## src/rtl/game_frame_sequencer.sv

```systemverilog
// game_frame_sequencer
//   Runs the frame loop of the falling-sand engine. Each frame launches one
//   cell-update pass and enforces a minimum frame period. It then copies the
//   RAM next-state buffer into the VRAM display buffer through a read/write
//   pipeline matched to the RAM read latency. Also handles run/pause,
//   single-step, VRAM clear, overrun flagging and a frame counter.
//
// Ports
//   clk_i, reset_n_i    clock, asynchronous active-low reset
//   run_i               level, free-running frames while high
//   step_i              pulse, one frame while paused (sampled only in IDLE)
//   clear_i             zero the whole VRAM (sampled only in IDLE)
//   update_start_o      one-cycle launch pulse to the cell-update engine
//   update_done_i       one-cycle completion pulse from the cell-update engine
//   ram_rd_address_o    next-state RAM read address
//   ram_rd_data_i       RAM data, RAM_RD_LATENCY cycles after its address
//   vram_wr_address_o   VRAM write address
//   vram_wr_data_o      VRAM write data
//   vram_wr_en_o        VRAM write enable
//   busy_o              high whenever the sequencer is not idle
//   frame_done_o        one-cycle pulse on the last copy write of a frame
//   overrun_o           sticky, an update finished after the frame period
//   frame_count_o       completed frames, wraps
module game_frame_sequencer #(
  parameter int ACTIVE_COLUMNS    = 640,
  parameter int ACTIVE_ROWS       = 480,
  parameter int ADDR_WIDTH        = $clog2(ACTIVE_COLUMNS*ACTIVE_ROWS),
  parameter int DATA_WIDTH        = 2,
  parameter int FRAME_TICKS       = 100000000,
  parameter int TICK_WIDTH        = $clog2(FRAME_TICKS+1),
  parameter int RAM_RD_LATENCY    = 1,
  parameter int FRAME_COUNT_WIDTH = 16
) (
  input  logic                         clk_i,
  input  logic                         reset_n_i,
  input  logic                         run_i,
  input  logic                         step_i,
  input  logic                         clear_i,
  output logic                         update_start_o,
  input  logic                         update_done_i,
  output logic [ADDR_WIDTH-1:0]        ram_rd_address_o,
  input  logic [DATA_WIDTH-1:0]        ram_rd_data_i,
  output logic [ADDR_WIDTH-1:0]        vram_wr_address_o,
  output logic [DATA_WIDTH-1:0]        vram_wr_data_o,
  output logic                         vram_wr_en_o,
  output logic                         busy_o,
  output logic                         frame_done_o,
  output logic                         overrun_o,
  output logic [FRAME_COUNT_WIDTH-1:0] frame_count_o
);

  localparam int N     = ACTIVE_COLUMNS * ACTIVE_ROWS;
  // The copy counter runs past N while the write pipeline drains.
  localparam int CNT_W = $clog2(N + RAM_RD_LATENCY + 1);

  localparam logic [CNT_W-1:0]      CNT_N     = CNT_W'(N);
  localparam logic [CNT_W-1:0]      CNT_LAST  = CNT_W'(N - 1);
  localparam logic [ADDR_WIDTH-1:0] ADDR_LAST = ADDR_WIDTH'(N - 1);
  localparam logic [TICK_WIDTH-1:0] TICK_MAX  = TICK_WIDTH'(FRAME_TICKS);
  localparam logic [TICK_WIDTH-1:0] TICK_LAST = TICK_WIDTH'(FRAME_TICKS - 1);
  localparam logic [TICK_WIDTH-1:0] TICK_ONE  = TICK_WIDTH'(1);

  typedef enum logic [2:0] {
    S_IDLE,
    S_UPDATE,
    S_WAIT,
    S_COPY,
    S_CLEAR
  } state_t;

  state_t                  state_q, state_d;
  logic [TICK_WIDTH-1:0]   tick_q;
  logic [CNT_W-1:0]        cnt_q;
  logic                    step_frame_q;
  logic                    launch;
  logic                    set_overrun;
  logic                    rd_issue;
  logic [ADDR_WIDTH-1:0]   rd_addr;
  logic [RAM_RD_LATENCY-1:0] vld_p;
  logic [ADDR_WIDTH-1:0]   addr_p [RAM_RD_LATENCY];
  logic                    wr_vld;
  logic [ADDR_WIDTH-1:0]   wr_addr;

  // Copy read side: one read per cycle for the first N cycles of COPY.
  assign rd_issue = (state_q == S_COPY) && (cnt_q < CNT_N);
  assign rd_addr  = ADDR_WIDTH'(cnt_q);

  // Write side sits at the end of the latency-matched pipeline.
  assign wr_vld  = vld_p[RAM_RD_LATENCY-1];
  assign wr_addr = addr_p[RAM_RD_LATENCY-1];

  always_ff @(posedge clk_i or negedge reset_n_i) begin
    if (!reset_n_i) begin
      state_q <= S_IDLE;
    end else begin
      state_q <= state_d;
    end
  end

  always_comb begin
    state_d     = state_q;
    launch      = 1'b0;
    set_overrun = 1'b0;
    case (state_q)
      S_IDLE: begin
        if (clear_i) begin
          state_d = S_CLEAR;
        end else if (run_i || step_i) begin
          launch  = 1'b1;
          state_d = S_UPDATE;
        end
      end
      S_UPDATE: begin
        if (update_done_i) begin
          if (step_frame_q) begin
            state_d = S_COPY;
          end else if (tick_q >= TICK_LAST) begin
            // Update ran past the frame period: copy immediately, flag it.
            state_d     = S_COPY;
            set_overrun = 1'b1;
          end else begin
            state_d = S_WAIT;
          end
        end
      end
      S_WAIT: begin
        if (tick_q >= TICK_LAST) begin
          state_d = S_COPY;
        end
      end
      S_COPY: begin
        if (wr_vld && (wr_addr == ADDR_LAST)) begin
          state_d = S_IDLE;
        end
      end
      S_CLEAR: begin
        if (cnt_q == CNT_LAST) begin
          state_d = S_IDLE;
        end
      end
      default: state_d = S_IDLE;
    endcase
  end

  // Frame timing and sweep counters
  always_ff @(posedge clk_i or negedge reset_n_i) begin
    if (!reset_n_i) begin
      tick_q        <= '0;
      cnt_q         <= '0;
      step_frame_q  <= 1'b0;
      overrun_o     <= 1'b0;
      frame_count_o <= '0;
    end else begin
      if (launch) begin
        tick_q       <= TICK_ONE;
        step_frame_q <= !run_i;
      end else if ((state_q == S_UPDATE || state_q == S_WAIT) && tick_q != TICK_MAX) begin
        tick_q <= tick_q + TICK_ONE;
      end
      // The sweep counter restarts from zero on every entry into COPY/CLEAR.
      if ((state_q == S_COPY || state_q == S_CLEAR) && state_d == state_q) begin
        cnt_q <= cnt_q + CNT_W'(1);
      end else begin
        cnt_q <= '0;
      end
      if (set_overrun) begin
        overrun_o <= 1'b1;
      end
      if (frame_done_o) begin
        frame_count_o <= frame_count_o + FRAME_COUNT_WIDTH'(1);
      end
    end
  end

  // Stage boundary: read issue -> write, RAM_RD_LATENCY registers deep.
  // The valid bits are reset so a copy in flight is dropped at once.
  always_ff @(posedge clk_i or negedge reset_n_i) begin
    if (!reset_n_i) begin
      vld_p <= '0;
    end else begin
      vld_p[0] <= rd_issue;
      for (int i = 1; i < RAM_RD_LATENCY; i++) begin
        vld_p[i] <= vld_p[i-1];
      end
    end
  end

  always_ff @(posedge clk_i) begin
    addr_p[0] <= rd_addr;
    for (int i = 1; i < RAM_RD_LATENCY; i++) begin
      addr_p[i] <= addr_p[i-1];
    end
  end

  // The launch decision is combinational in IDLE. Gating it with the reset
  // keeps the pulse low while reset is held even if run_i is already high.
  assign update_start_o   = launch && reset_n_i;
  assign busy_o           = (state_q != S_IDLE);
  assign ram_rd_address_o = rd_issue ? rd_addr : '0;
  assign frame_done_o     = wr_vld && (wr_addr == ADDR_LAST);
  assign vram_wr_en_o     = wr_vld || (state_q == S_CLEAR);
  assign vram_wr_data_o   = wr_vld ? ram_rd_data_i : '0;
  assign vram_wr_address_o = wr_vld               ? wr_addr :
                             (state_q == S_CLEAR) ? ADDR_WIDTH'(cnt_q) : '0;

endmodule

```

## config.mk

```make
export PLATFORM = sky130hd
export DESIGN_NAME = game_frame_sequencer
export DESIGN_NICKNAME = d
export VERILOG_FILES = /design/src/rtl/game_frame_sequencer.sv
export SDC_FILE = /design/constraint.sdc
export NUM_CORES = 1
export LEC_CHECK = 0
export CORE_AREA = 2 2 97 99
export CTS_BUF_LIST = sky130_fd_sc_hd__clkbuf_8
export DETAILED_ROUTE_END_ITERATION = 7
export DIE_AREA = 0 0 99 101
export PLACE_DENSITY = 0.81
export SLEW_MARGIN = 20
export SYNTH_ARGS = -nofsm -noshare
export SYNTH_HDL_FRONTEND = slang
export SYNTH_SLANG_ARGS = --single-unit
export TNS_END_PERCENT = 1
```

## constraint.sdc

```tcl
create_clock -name clk_i -period 2.4 [get_ports clk_i]
set_input_delay 0.48 -clock clk_i [delete_from_list [all_inputs] [get_ports clk_i]]
set_output_delay 0.48 -clock clk_i [all_outputs]
set_load 0.05 [all_outputs]
```

==> metrics.csv <==
metric;value;unit
clk sink count;87;
Die H;101;um
Total Neg Setup Slack;0;ns
register clock-pin slew on the reported worst setup and hold paths;0.09;ns
clk_skew;0.00784;ns
area of the multi-input gates;2270;um2
Startpoint Class;flip-flop;
CP Data Arrival Time;1.90;ns
Rel. slew slack;0.436;
first-pass GRT wire length;18200;um
core area;8980;um2
root buf cell;clkbuf_8;
asr flop ratio synth;0.782;
Yosys warning total;0;
PD cells;679;nW/um2
clock period minus worst slack;2.38;ns
routed vias/inst;5.67;
cell count after synthesis;480;
DP Wirelength;7690;um
maxcap violations;0;
Clock Latency Late Sink;0.35;ns
final WL;11000;um
GRT overflow;0;
dpl cell area;5660;um2
Post-synth top cells;nand2_1, dfrtp_1, nor2_1, and2_1, xnor2_1;
layout cells sized above 1;0.191;
RSZ-0062 raised after global routing;true;
layout net count;563;
Slowest-stage cell, CP;dfrtp_1;
Peak supply drop;0.775;mV
# IOs;69;
final worst setup slack;0.0193;ns
Design Power;4.03;mW
sequential area share after synthesis;0.472;
Avg Cell Area, Syn;9.20;um2
DRC viols;0;
largest net degree at the start of global routing;69;
initial antenna violation count;0;
CTS tree;yes;
final count of hold timing violations;0;
crit-path most repeated cell;and2_1;
EDFF count, synth;0;
H-Tree Depth;3;
CP endpoint kind;primary output;
mapped cell area;4420;um2
top-count cell post-synth;nand2_1;
post-route clock period utilization;0.992;
worst path cell trace;and2_1 > o21ai_0 > nand2_1 > a21oi_4 > buf_6 > and2_1 > buf_12;
Synth top area share;0.385;
Finish-stage setup viols;0;
post-layout instance count excluding filler cells;667;
Post-CTS Setup Bufs;0;
top cells by area, synth;dfrtp_1, dfxtp_1, nand2_1;
vias post-DR;3782;
worst-path fanout max;10;
post-route cell area;5940;um2
Total GRT Usage;0.226;
fillcell total;689;
# rows;35;
vias in the first global route;3797;
total CTS buffers;9;
CP peak stage delay;0.38;ns
drt wl/cell;16.5;um
Port Buffer Count;68;
ANT cells;0;
crit path kind;reg2out;
Core Util, Final;0.661;
Placer Congestion;0.902;
post-synth top area cell;dfrtp_1;
post-route ant nets;0;
Hold Crit Class;in2async;
Chip Width;99;um
WP data required;1.92;ns
crit path from;cnt_q[13];
Synth Flop Type;dfrtp_1;
Static Leakage;2.49;nW
#FFs+latches synth;87;
Setup WS pre-CTS;0.320;ns
actual slew at the worst max-slew pin;0.846;ns
placed cells;650;
status;finished, final reports clean;
Yosys cell types;56;
f_max;420;MHz
drt first-iter violations;202;
Final Max Slew Viols;0;
RR Startpoint;tick_q[13];
CTS max path bufs;2;
die area;10000;um2
number of detailed-route iterations in the first pass;5;
hold slack;0.341;ns
initial core utilization;0.492;
syn nets;492;
Area growth, synth to finish;34.5;%
FF/Latch Area;2090;um2
==> placed cells by master (no fill, tap or decap), types with 5 or more instances in the layout <==
master           synthesis  routed
xor2_1                  23      23
and3_1                   6       6
clkbuf_8                 0      11
and2_1                  27      17
or3_1                    5       5
nor2_1                  47      47
buf_12                   0      43
nand2_1                 70      70
buf_4                    3      10
a21oi_1                 10       9
nor4_1                   7       7
dfxtp_1                 19      19
nand4_1                 20      20
nor3_1                  18      17
o31ai_1                  7       7
xnor2_1                 26      26
nand3_1                 24      24
o21ai_1                  0      14
dfrtp_1                 68      64
inv_1                    7       8
and2_4                   0       9
clkdlybuf4s50_1          0      23
==> where the power goes <==
group	leakage (nW)	switching (mW)	internal, mW	total (mW)
Clock	0.103	0.511	0.536	1.05
Combinational	1.30	0.713	0.477	1.19
Sequential	1.08	0.192	1.60	1.80
Total	2.49	1.42	2.62	4.03
==> what timing repair did <==
action	CTS	global route
resized for setup	0	23
setup endpoints to repair	0	38
hold endpoints to repair	0	0
hold buffers	0	0
==> metal layers <==
metal  GRT usage  part of all wire
met5           0                 0
met4      0.0854             0.020
met3      0.0437             0.048
met2       0.365              0.50
met1       0.304              0.44
==> critical path, delay by kind of cell, from the launching register on <==
| family | cells | cell delay, ns |
|---|---|---|
| buffers and inverters | 2 | 0.33 |
| and+or+nand+nor | 3 | 0.50 |
| DFF | 1 | 0.38 |
| AOI/OAI and AO/OA | 2 | 0.33 |
==> flip-flops by register name (all words and copies together) (netlist names) <==
register       cells
tick_q            27
addr_p            19
cnt_q             19
frame_count_o     16
state_q            3
overrun_o          1
step_frame_q       1
vld_p              1
==> layout make-up <==
type | instances | share of cell area
flip-flops and latches | 87 | 0.351
repair buffers | 80 | 0.203
inverters | 7 | 0.00442
multi-input cells | 366 | 0.383
well taps | 111 | 0.0234
clock inverters | 5 | 0.00969
clock buffers | 11 | 0.0255
==> worst paths after layout <==
| path | slack [ns] | end | cells past startpoint |
|---|---|---|---|
| min in group clk_i | 0.48 | frame_count_o[15] | 1 |
| hold reg to reg | 0.48 | frame_count_o[15] | 1 |
| max in group asynchronous | 1.45 | state_q[0] | 2 |
| hold / removal | 0.34 | cnt_q[2] | 2 |
| setup reg to reg | 0.30 | tick_q[6] | 5 |
| setup / recovery | 0.02 | ram_rd_address_o[17] | 7 |
==> kinds of logic after synthesis <==
logic type	after synthesis	synth area share
AOI/OAI and AO/OA	52	0.0771
xor gates and xnor gates	49	0.0972
buffers and inverters	27	0.0275
DFF	87	0.472
adders and majority gates	4	0.0113
and+or+nand+nor	258	0.309
muxes	3	0.00680
No activity file was read; power rests on OpenSTA's default activity.
